### src/rtl/ila_readout_pkg.sv
// Shared types and width helpers for the ILA readout sequencer.
// The datapath reuses NWORDS/SEL_W so its slice mux width always agrees with the sequencer.
package ila_readout_pkg;

    typedef enum logic [2:0] {
        ST_IDLE  = 3'd0,
        ST_FETCH = 3'd1,
        ST_WAIT  = 3'd2,
        ST_OUT   = 3'd3,
        ST_DONE  = 3'd4
    } state_t;

    function automatic int ceil_div(input int num, input int den);
        return (num + den - 1) / den;
    endfunction

    function automatic int calc_nwords(input int signal_w, input int data_w);
        int n;
        n = ceil_div(signal_w, data_w);
        return (n < 1) ? 1 : n;
    endfunction

    // Select/counter width, never narrower than one bit.
    function automatic int calc_sel_w(input int nvals);
        return (nvals <= 1) ? 1 : $clog2(nvals);
    endfunction

endpackage

### src/rtl/ila_readout_ctrl.sv
// Walks every stored sample and slice, waits RD_LAT, then offers each word on valid/ready.
// Not pipelined: one word per 2+RD_LAT cycles; a word holds in OUT until accepted.
module ila_readout_ctrl
    import ila_readout_pkg::*;
#(
    parameter int DATA_W   = 32,
    parameter int SIGNAL_W = 64,
    parameter int BUFFER_W = 4,
    parameter int RD_LAT   = 2,
    localparam int NWORDS  = calc_nwords(SIGNAL_W, DATA_W),
    localparam int SEL_W   = calc_sel_w(NWORDS)
) (
    input  logic                clk_i,
    input  logic                arst_i,
    input  logic                cke_i,
    input  logic                start_i,
    input  logic                abort_i,
    input  logic [BUFFER_W-1:0] samples_i,
    output logic [BUFFER_W-1:0] index_o,
    output logic [SEL_W-1:0]    value_select_o,
    input  logic [DATA_W-1:0]   value_i,
    output logic [DATA_W-1:0]   m_data_o,
    output logic                m_valid_o,
    input  logic                m_ready_i,
    output logic                m_sol_o,
    output logic                m_last_o,
    output logic [BUFFER_W-1:0] count_o,
    output logic                busy_o,
    output logic                done_o
);

    localparam int CNT_W = calc_sel_w(RD_LAT);

    state_t           state;
    state_t           state_nxt;
    logic [CNT_W-1:0] wait_cnt;
    logic             sel_at_max;
    logic             idx_at_max;
    logic             wait_over;

    assign sel_at_max = (value_select_o == SEL_W'(NWORDS - 1));
    assign idx_at_max = (index_o == (count_o - BUFFER_W'(1)));
    assign wait_over  = (wait_cnt == CNT_W'(RD_LAT - 1));

    assign m_valid_o = (state == ST_OUT);
    assign m_sol_o   = (state == ST_OUT) && (value_select_o == '0);
    assign m_last_o  = (state == ST_OUT) && sel_at_max && idx_at_max;
    assign busy_o    = (state != ST_IDLE);
    assign done_o    = (state == ST_DONE);

    always_ff @(posedge clk_i or posedge arst_i) begin
        if (arst_i) begin
            state <= ST_IDLE;
        end else if (cke_i) begin
            state <= state_nxt;
        end
    end

    always_comb begin
        state_nxt = state;
        if (abort_i) begin
            state_nxt = ST_IDLE;
        end else begin
            case (state)
                ST_IDLE:  if (start_i) state_nxt = (samples_i == '0) ? ST_DONE : ST_FETCH;
                ST_FETCH: state_nxt = ST_WAIT;
                ST_WAIT:  if (wait_over) state_nxt = ST_OUT;
                ST_OUT:   if (m_ready_i) state_nxt = (sel_at_max && idx_at_max) ? ST_DONE : ST_FETCH;
                ST_DONE:  state_nxt = ST_IDLE;
                default:  state_nxt = ST_IDLE;
            endcase
        end
    end

    // Address is registered so it stays stable for the whole FETCH/WAIT window.
    always_ff @(posedge clk_i or posedge arst_i) begin
        if (arst_i) begin
            index_o        <= '0;
            value_select_o <= '0;
            count_o        <= '0;
            wait_cnt       <= '0;
            m_data_o       <= '0;
        end else if (cke_i) begin
            if (abort_i) begin
                index_o        <= '0;
                value_select_o <= '0;
                wait_cnt       <= '0;
            end else begin
                case (state)
                    ST_IDLE: begin
                        if (start_i) begin
                            count_o        <= samples_i;
                            index_o        <= '0;
                            value_select_o <= '0;
                        end
                    end
                    ST_FETCH: wait_cnt <= '0;
                    ST_WAIT: begin
                        wait_cnt <= wait_cnt + CNT_W'(1);
                        if (wait_over) m_data_o <= value_i;
                    end
                    ST_OUT: begin
                        if (m_ready_i) begin
                            if (!sel_at_max) begin
                                value_select_o <= value_select_o + SEL_W'(1);
                            end else if (!idx_at_max) begin
                                value_select_o <= '0;
                                index_o        <= index_o + BUFFER_W'(1);
                            end else begin
                                value_select_o <= '0;
                                index_o        <= '0;
                            end
                        end
                    end
                    ST_DONE: begin
                        index_o        <= '0;
                        value_select_o <= '0;
                    end
                    default: ;
                endcase
            end
        end
    end

endmodule

### config.mk
export PLATFORM = sky130hd
export DESIGN_NAME = ila_readout_ctrl
export DESIGN_NICKNAME = d
export VERILOG_FILES = /design/src/rtl/ila_readout_pkg.sv /design/src/rtl/ila_readout_ctrl.sv
export SDC_FILE = /design/constraint.sdc
export NUM_CORES = 1
export LEC_CHECK = 0
export CORE_ASPECT_RATIO = 0.5
export CORE_UTILIZATION = 38
export CTS_CLUSTER_SIZE = 25
export DETAILED_ROUTE_END_ITERATION = 12
export PLACE_DENSITY_LB_ADDON = 0.1
export SLEW_MARGIN = 20
export SYNTH_ARGS = -nofsm -noshare
export SYNTH_HDL_FRONTEND = slang
export SYNTH_SLANG_ARGS = --single-unit
### constraint.sdc
create_clock -name clk_i -period 1.9 [get_ports clk_i]
set_clock_uncertainty 0.15 [all_clocks]
set_input_delay 0.57 -clock clk_i [delete_from_list [all_inputs] [get_ports clk_i]]
set_output_delay 0.57 -clock clk_i [all_outputs]
set_load 0.02 [all_outputs]
---- Word level (Yosys, flattened, before mapping) ----
Cells that the tools add are included.
word-level totals
  memories kept ........................... 0
  bits in latches ......................... 0
  logic and storage cells ................. 56
  bits in writable memories ............... 0
  bits of input ports ..................... 42
  memory bits (read-only) ................. 0
  output and inout port bits .............. 46
  register bits ........................... 45
cells by class
  equality and inequality tests ........... 9
  reductions and logical operators ........ 15
  div/mod/pow operators ................... 0
  shift operators ......................... 0
  muxes and demuxes ....................... 20
  bitwise logic cells ..................... 2
  $lt $le $gt $ge ......................... 0
  multiply operators ...................... 0
  $add $sub $neg .......................... 4
operator list
  operator             number
  $mux 4               5
  $mux 3               6
  $reduce_and 4->1     4
  $pmux 3 s4           1
  $pmux 4 s3           1
  $ne 3x3->1 const B   3
  $eq 3x2->1 const B   2
  $reduce_bool 3->1    2
  $mux 1               5
  $reduce_and 5->1     1
  $add 4x1->4 const B  1
  $eq 4x4->1           1
  $logic_and 1x1->1    4
  $logic_not 4->1      1
  $reduce_bool 4->1    1
  $sub 4x1->4 const B  1
  $eq 3x1->1 const B   1
  $eq 3x3->1 const B   1
  $logic_not 3->1      1
  $ne 3x2->1 const B   1
  $pmux 1 s3           1
  $add 1x1->1 const B  2
  $not 1->1            2
  $pmux 1 s2           1
  $reduce_and 2->1     1

---- Depth between registers and ports, before layout ----
Gate-level depths: netlist of run 1.
  word-level depth ........................ 7
  depth in mapped cells ................... 7
  depth with buffers taken out ............ 7

---- Worst setup path after synthesis of run 1 ----
Ideal clock, no wire load.
  path type ............................... flip-flop to output port
  from .................................... register count_o[0]
  to ...................................... output port m_last_o
  arrival time ............................ 1.673 ns
  stages on the path, launching flop included .. 8
  buffers on the path ..................... 0
  slack ................................... -0.493 ns
  required time ........................... 1.180 ns
  cell sequence ........................... dfrtp_1 > inv_1 > ha_1 > xnor2_1 > xnor2_1 > and4_1 > nand2_1 > nor2_1
on the way
  word-level cells in the longest chain between the ends .. 3
ends and longest elaborated chain
  item                      line                    RTL
  start: declaration        ila_readout_ctrl.sv:27  output logic [BUFFER_W-1:0] count_o,
  start signal: assignment  ila_readout_ctrl.sv:92  count_o <= samples_i;
  $sub 4x1->4               ila_readout_ctrl.sv:42  assign idx_at_max = (index_o == (count_o - BUFFER_W'(1)));
  $eq 4x4->1                ila_readout_ctrl.sv:42
  $logic_and 1x1->1         ila_readout_ctrl.sv:47  assign m_last_o = (state == ST_OUT) && sel_at_max && idx_at_max;
  end: declaration          ila_readout_ctrl.sv:26  output logic m_last_o,
Every way passes these cells.

---- Final worst setup path of run 1 ----
Ends and elaborated chain as after synthesis.

==> out/metrics.cfg, run 1 <==
[worst_setup_path]
crit_path_max_incr_delay_ns=0.42
worstPathRequired_ns=1.18
worst-setup-path-type=register to output port
crit_fanout=3
critPathCaptureType=output port
crit_family=flip-flops
start_kind=register
path_buf_inv=2
slowest_stage=dfrtp_2
worstPathCellList=inv_2 -> ha_4 -> xnor2_2 -> xnor2_1 -> and4_1 -> nand2_2 -> nor2_4 -> buf_6
critPathArrivalTime_ns=1.69

[synth]
postSynthCellCount=161
synthMuxAreaShare_pct=20.4
seq_area_frac_synth_pct=55.1
ys_types=39
synth_area_leaders=dfrtp_1 55%, mux2_1 18%, mux2_2 2.8%
synth_xor_area_share_pct=2.57
synth_top_area_share_pct=55.1
synth_common_cells=45 x dfrtp_1, 32 x mux2_1, 10 x nand2_1
yosys_warnings=0
async_flop_share_pct=100
synth_top_family_by_area=multiplexers
yosysMostFrequentCell=dfrtp_1
ys_seq_elements=45
synth-compound-area-share_pct=7.41
syn-num-nets=205
synth_edf_count=0
postSynthAreaPerCell_um2=12.7
synth_ff_type=dfrtp_1
yosysTopAreaCell=dfrtp_1
synth_fa_ha_area_share_pct=1.23
syn_area_um2=2040
yosys.area_share.simple_pct=10.2

[placed_design]
dp.cells=346
dp_hpwl_um=3640
gp_congestion=0.796
dpl_cell_area_um2=3280
io_buffers=87

[timing]
maxSlewHeadroom_pct=76.5
hold_violations=0
whs_ns=0.333
fin_crit_ns=2.41
setup_violations=7
worstMarginPinSlew_ns=0.349
fin_tns_setup_ns=-0.701
rsz0062_at_grt=yes
setup_slack_ns=-0.508
finalCritPeriodShare_pct=127
drv_slew=0
max_freq_ghz=0.415

[cells_and_area]
drive_gt1_share_pct=42.2
seqCellArea_um2=1130
area.growth.synth_to_final_pct=82.5
fillers=367
diodes=0
stdcell_area_um2=3730
layout.nets=345
multiInputGateArea_um2=1060
final_core_util_pct=73.9
layout.cells.non_filler=371

[power_and_ir_drop]
powerDensity_nw_per_um2=1190
vdd_ir_drop_max_mv=0.785
p_leak_nw=1.83

[cts]
cts-root-buf=clkbuf_8
clkSlewWorstSetupHoldPaths_ns=0.09
insertion_delay_ns=0.30
cts_tree=built
cts_buffers=5
htreeDepth=2
clock-sinks=45
cts.path.max_buffers=2
cts_hold_buf=0

[drt]
drt-initial-drc-count=30
route.detailed.drc=0
via_per_inst=4.84
finalWirelength_um=5760
wire_per_inst_um=15.5
first_pass_iters=4
ant_nets=0
num_vias=1796

[global_routing]
grt_max_degree=32
grt_pass1_wl_um=8610
grt_usage_pct=20.3
grt_overflow=0
antenna_found_initial=0
grt_pass1_vias=1802

[die]
fp-row-count=18
core_area_um2=5040
pin_count=88
fp.dieW_um=106
chipHeight_um=53.8
die-area_um2=5690
initial_core_util_pct=40.5

[min_path]
hp-class=register to register

[run_status]
violations=negative setup slack
status=finished with violations

[run]
drv_cap=0

through the flow:
step                total power [mW]  setup WS, ns
finish                          4.45        -0.508
CTS                             4.21        -0.526
global placement                3.57        -0.661
detailed placement              3.63        -0.707
floorplan                       2.54        -0.246
global route                    4.69        -0.592
flip-flops by register name, indices dropped and copies added (netlist names):
| signal | cells |
|---|---|
| wait_cnt | 1 |
| count_o | 4 |
| index_o | 4 |
| m_data_o | 32 |
| value_select_o | 1 |
| state | 3 |
cell usage in the layout (no fill, tap or decap), drive strengths merged, types with 2 or more instances in the layout:
cell            n
a21oi           3
inv             9
mux2           37
or2             2
o21ai           7
ha              2
nor3            5
buf            55
o21bai          2
clkbuf         12
nor2            8
nor4            3
xnor2           3
nand3           3
xor2            3
nand2          10
dfrtp          45
clkdlybuf4s50  39
dlygate4sd2    36
or4             2
cell families after synthesis:
kind of cell,after synthesis
compound gates,20
xor+xnor,6
fa+ha+maj,2
buf+inv,13
flops,45
mux,37
simple gates,38
area by class of cell:
cell class	count	share of cell area [%]
sequential	45	30.4
tap	70	2.35
clock buffer	5	1.85
inverter	8	0.806
multi-input combinational	103	28.4
timing repair buffer	138	35.2
clock inverter	2	1.04
path summary, 6_finish.rpt:
path / cells past startpoint / startpoint / to / slack (ns)
min in group asynchronous: 3 / arst_i / m_data_o[20] / 0.46
max in group asynchronous: 3 / arst_i / state[1] / 0.92
min reg2reg: 1 / m_data_o[27] / m_data_o[27] / 0.33
min: 1 / m_data_o[27] / m_data_o[27] / 0.33
max: 8 / count_o[0] / m_last_o / -0.51
max reg2reg: 9 / count_o[0] / state[0] / -0.08
power breakdown:
group / switching (mW) / leakage, nW / internal [mW]
clock: 0.348 / 0.0546 / 0.390
sequential: 0.206 / 0.588 / 1.32
combinational: 1.03 / 1.19 / 1.16
total: 1.58 / 1.83 / 2.86
repair_timing:
item                                    in CTS  in global routing
pin swaps                                    9                  8
endpoints found under the setup margin      87                 54
gates cloned                                 2                  1
gates resized for setup                     90                 49
setup buffers                                9                  6
worst register-to-register path: cells and delay by family (launching register included):
kind | cells | cell delay [ns]
AOI/OAI and AO/OA | 1 | 0.29
xor gates and xnor gates | 2 | 0.23
adders and majority gates | 1 | 0.14
buffers and inverters | 3 | 0.33
DFF | 1 | 0.42
and+or+nand+nor | 2 | 0.31
routing by layer:
| layer | part of all wire, % | vias up | GRT usage (%) | routed length (um) |
|---|---|---|---|---|
| met5 | 0 | - | 0 | 0 |
| met4 | 0.94 | 0 | 6.02 | 54 |
| met3 | 6.1 | 7 | 7.14 | 349 |
| met2 | 51 | 55 | 37.1 | 2950 |
| met1 | 42 | 880 | 23.3 | 2400 |
| li1 | - | 854 | - | - |
(Power assumes the default switching activity.)
==> run 2: changes to the inputs <==
CELL_PAD_IN_SITES_DETAIL_PLACEMENT = 0   (was default)
CELL_PAD_IN_SITES_GLOBAL_PLACEMENT = 1   (was default)
CORE_UTILIZATION = 29   (was 38)
==> out/metrics.cfg, run 2 (synthesized netlist as in run 1, its figures left out) <==
[cts]
cts_hold_buf=0  ; unchanged
clkSlewWorstSetupHoldPaths_ns=0.06  ; -0.03 ns
insertion_delay_ns=0.28  ; -0.02 ns
htreeDepth=2  ; unchanged
clock-sinks=45  ; unchanged
cts-root-buf=clkbuf_16
cts.path.max_buffers=2  ; unchanged
cts_buffers=5  ; unchanged
cts_tree=built

[cells_and_area]
final_core_util_pct=55.9  ; -18 points
layout.nets=343  ; -0.58%
drive_gt1_share_pct=41.5  ; -0.72 points
largest_reg_flops=32  ; unchanged
largest-register=m_data_o
layout_common_cells=42 x dfrtp_1, 41 x dlygate4sd2_1, 36 x clkdlybuf4s50_1, 35 x buf_4, 25 x mux2_4
layout.cells.non_filler=391  ; +5.4%
area.growth.synth_to_final_pct=85.0
diodes=0  ; unchanged
top_regs=m_data_o (32), count_o (4), index_o (4)
final_common_cell=dfrtp_1

[die]
pin_count=88  ; unchanged
core_area_um2=6750  ; +34%
fp.dieW_um=121  ; +14%
fp-row-count=21  ; +3
chipHeight_um=61.3  ; +14%
die-area_um2=7400  ; +30%
initial_core_util_pct=30.2  ; -10 points

[drt]
wire_per_inst_um=14.5  ; -6.3%
route.detailed.drc=0  ; unchanged
finalWirelength_um=5680  ; -1.3%
via_per_inst=4.56  ; -5.7%
top_layer=met4
num_vias=1784  ; -0.67%
drt-initial-drc-count=40  ; +33%
wl_met2_um=2660  ; -9.8%
wl_met1_um=2600  ; +8.2%
first_pass_iters=4  ; unchanged
wl_met3_um=387  ; +11%
ant_nets=0  ; unchanged

[timing]
hold_violations=0  ; unchanged
fin_crit_ns=2.38  ; -0.0323 ns
drv_slew=0  ; unchanged
fin_tns_setup_ns=-0.681  ; +0.0193 ns
worstMarginPinSlew_ns=0.353  ; +0.00444 ns
rsz0062_at_grt=yes
finalCritPeriodShare_pct=125  ; -1.7 points
whs_ns=0.330  ; -0.00317 ns
setup_violations=18  ; +11
max_freq_ghz=0.421  ; +1.4%
setup_slack_ns=-0.475  ; +0.0323 ns
maxSlewHeadroom_pct=76.3  ; -0.30 points

[run_status]
status=finished with violations
violations=negative setup slack

[min_path]
hp-class=register to register

[worst_setup_path]
worstPathRequired_ns=1.18  ; about the same
crit_fanout=3  ; unchanged
critPathCaptureType=output port
critPathArrivalTime_ns=1.66  ; -0.03 ns
worst-setup-path-type=register to output port
start_kind=register

[power_and_ir_drop]
seqPwrFrac_pct=33.8  ; -0.4 points
p_leak_nw=1.85  ; +1.2%
internal_power_mw=2.97  ; +3.5%
pwr-share-clk_pct=18.4  ; +1.8 points
switching_share_pct=34.9  ; -0.72 points
vdd_ir_drop_max_mv=0.574  ; -27%
p_comb_share_pct=47.8  ; -1.4 points
powerDensity_nw_per_um2=1210  ; +0.99%
power.switching_mw=1.59  ; +0.30%
total_power_mw=4.55  ; +2.4%

[global_routing]
grt_pass1_vias=1837  ; +1.9%
grt_overflow=0  ; unchanged
grt_max_degree=46  ; +44%
grt_pass1_wl_um=8690  ; +0.88%
grt_usage_pct=15.5  ; -4.8 points
antenna_found_initial=0  ; unchanged

[placed_design]
dp_hpwl_um=3800  ; +4.3%
dp.cells=369  ; +6.6%
gp_congestion=0.801  ; +0.62%
io_buffers=87  ; unchanged

[run]
drv_cap=0  ; unchanged

-- run 2: changes by cell type in the layout (fill, tap and decap cells not counted), sizes merged --
cell	previous run	this run
buf	55	53
clkdlybuf4s50	39	36
dlygate4sd2	36	41
bufinv	1	0
clkinvlp	0	1
clkbuf	12	7
clkinv	0	1
inv	9	8
clkdlybuf4s15	1	4
-- run 2: what timing repair did --
| action | 4_1_cts | 5_1_grt |
|---|---|---|
| pin swaps | 16 | 7 |
| setup buffers | 6 | 7 |
| setup endpoints to repair | 89 | 38 |
| cloned | 2 | 1 |
| resized for setup | 87 | 55 |
| hold endpoints to repair | 0 | 0 |
-- run 2: final timing paths --
| path | from | slack [ns] | to | cells past startpoint |
|---|---|---|---|---|
| min in group asynchronous | arst_i | 0.49 | wait_cnt | 3 |
| min reg2reg | m_data_o[6] | 0.33 | m_data_o[6] | 1 |
| min | m_data_o[6] | 0.33 | m_data_o[6] | 1 |
| max reg2reg | state[1] | -0.09 | index_o[0] | 6 |
| max in group asynchronous | arst_i | 0.88 | count_o[0] | 3 |
| max | count_o[0] | -0.48 | m_last_o | 8 |
-- run 2: layout make-up --
cell class | instances | area, um^2
Inverter | 8 | 30.0
Tap cell | 92 | 115
Clock inverter | 2 | 16.3
Clock buffer | 5 | 125
Timing Repair Buffer | 136 | 1290
Multi-Input combinational cell | 103 | 1070
Sequential cell | 45 | 1130
Fill cell | 633 | 2980
-- run 2: worst max-delay path: stages (launching register included) --
cell and delay, ns:
dfrtp_2 0.42, inv_2 0.07, ha_4 0.13, xnor2_2 0.11, xnor2_1 0.13, and4_4 0.24, nand2_2 0.07, nor2_4 0.09
buf_6 0.12
-- run 2: stage by stage --
step                instance area (um^2)  worst slack, ns
floorplan                           2080           -0.246
global placement                    3310           -0.655
detailed placement                  3310           -0.707
CTS                                 3540           -0.490
global route                        3780           -0.557
finish                              3780           -0.475
-- run 2: per-layer routing --
layer  vias up  GRT usage, %
li1        842             -
met1       889          18.4
met4         0          4.76
met3         5          5.74
met2        48          27.1
met5         -             0
-- run 2: power by group through the flow --
stage	logic [mW]	clock network, mW	registers [mW]
global route	2.35	0.923	1.59
finish	2.18	0.840	1.54
floorplan	0.595	0	1.94
detailed placement	2.10	0	1.54
CTS	1.92	0.870	1.52
global placement	2.09	0	1.52
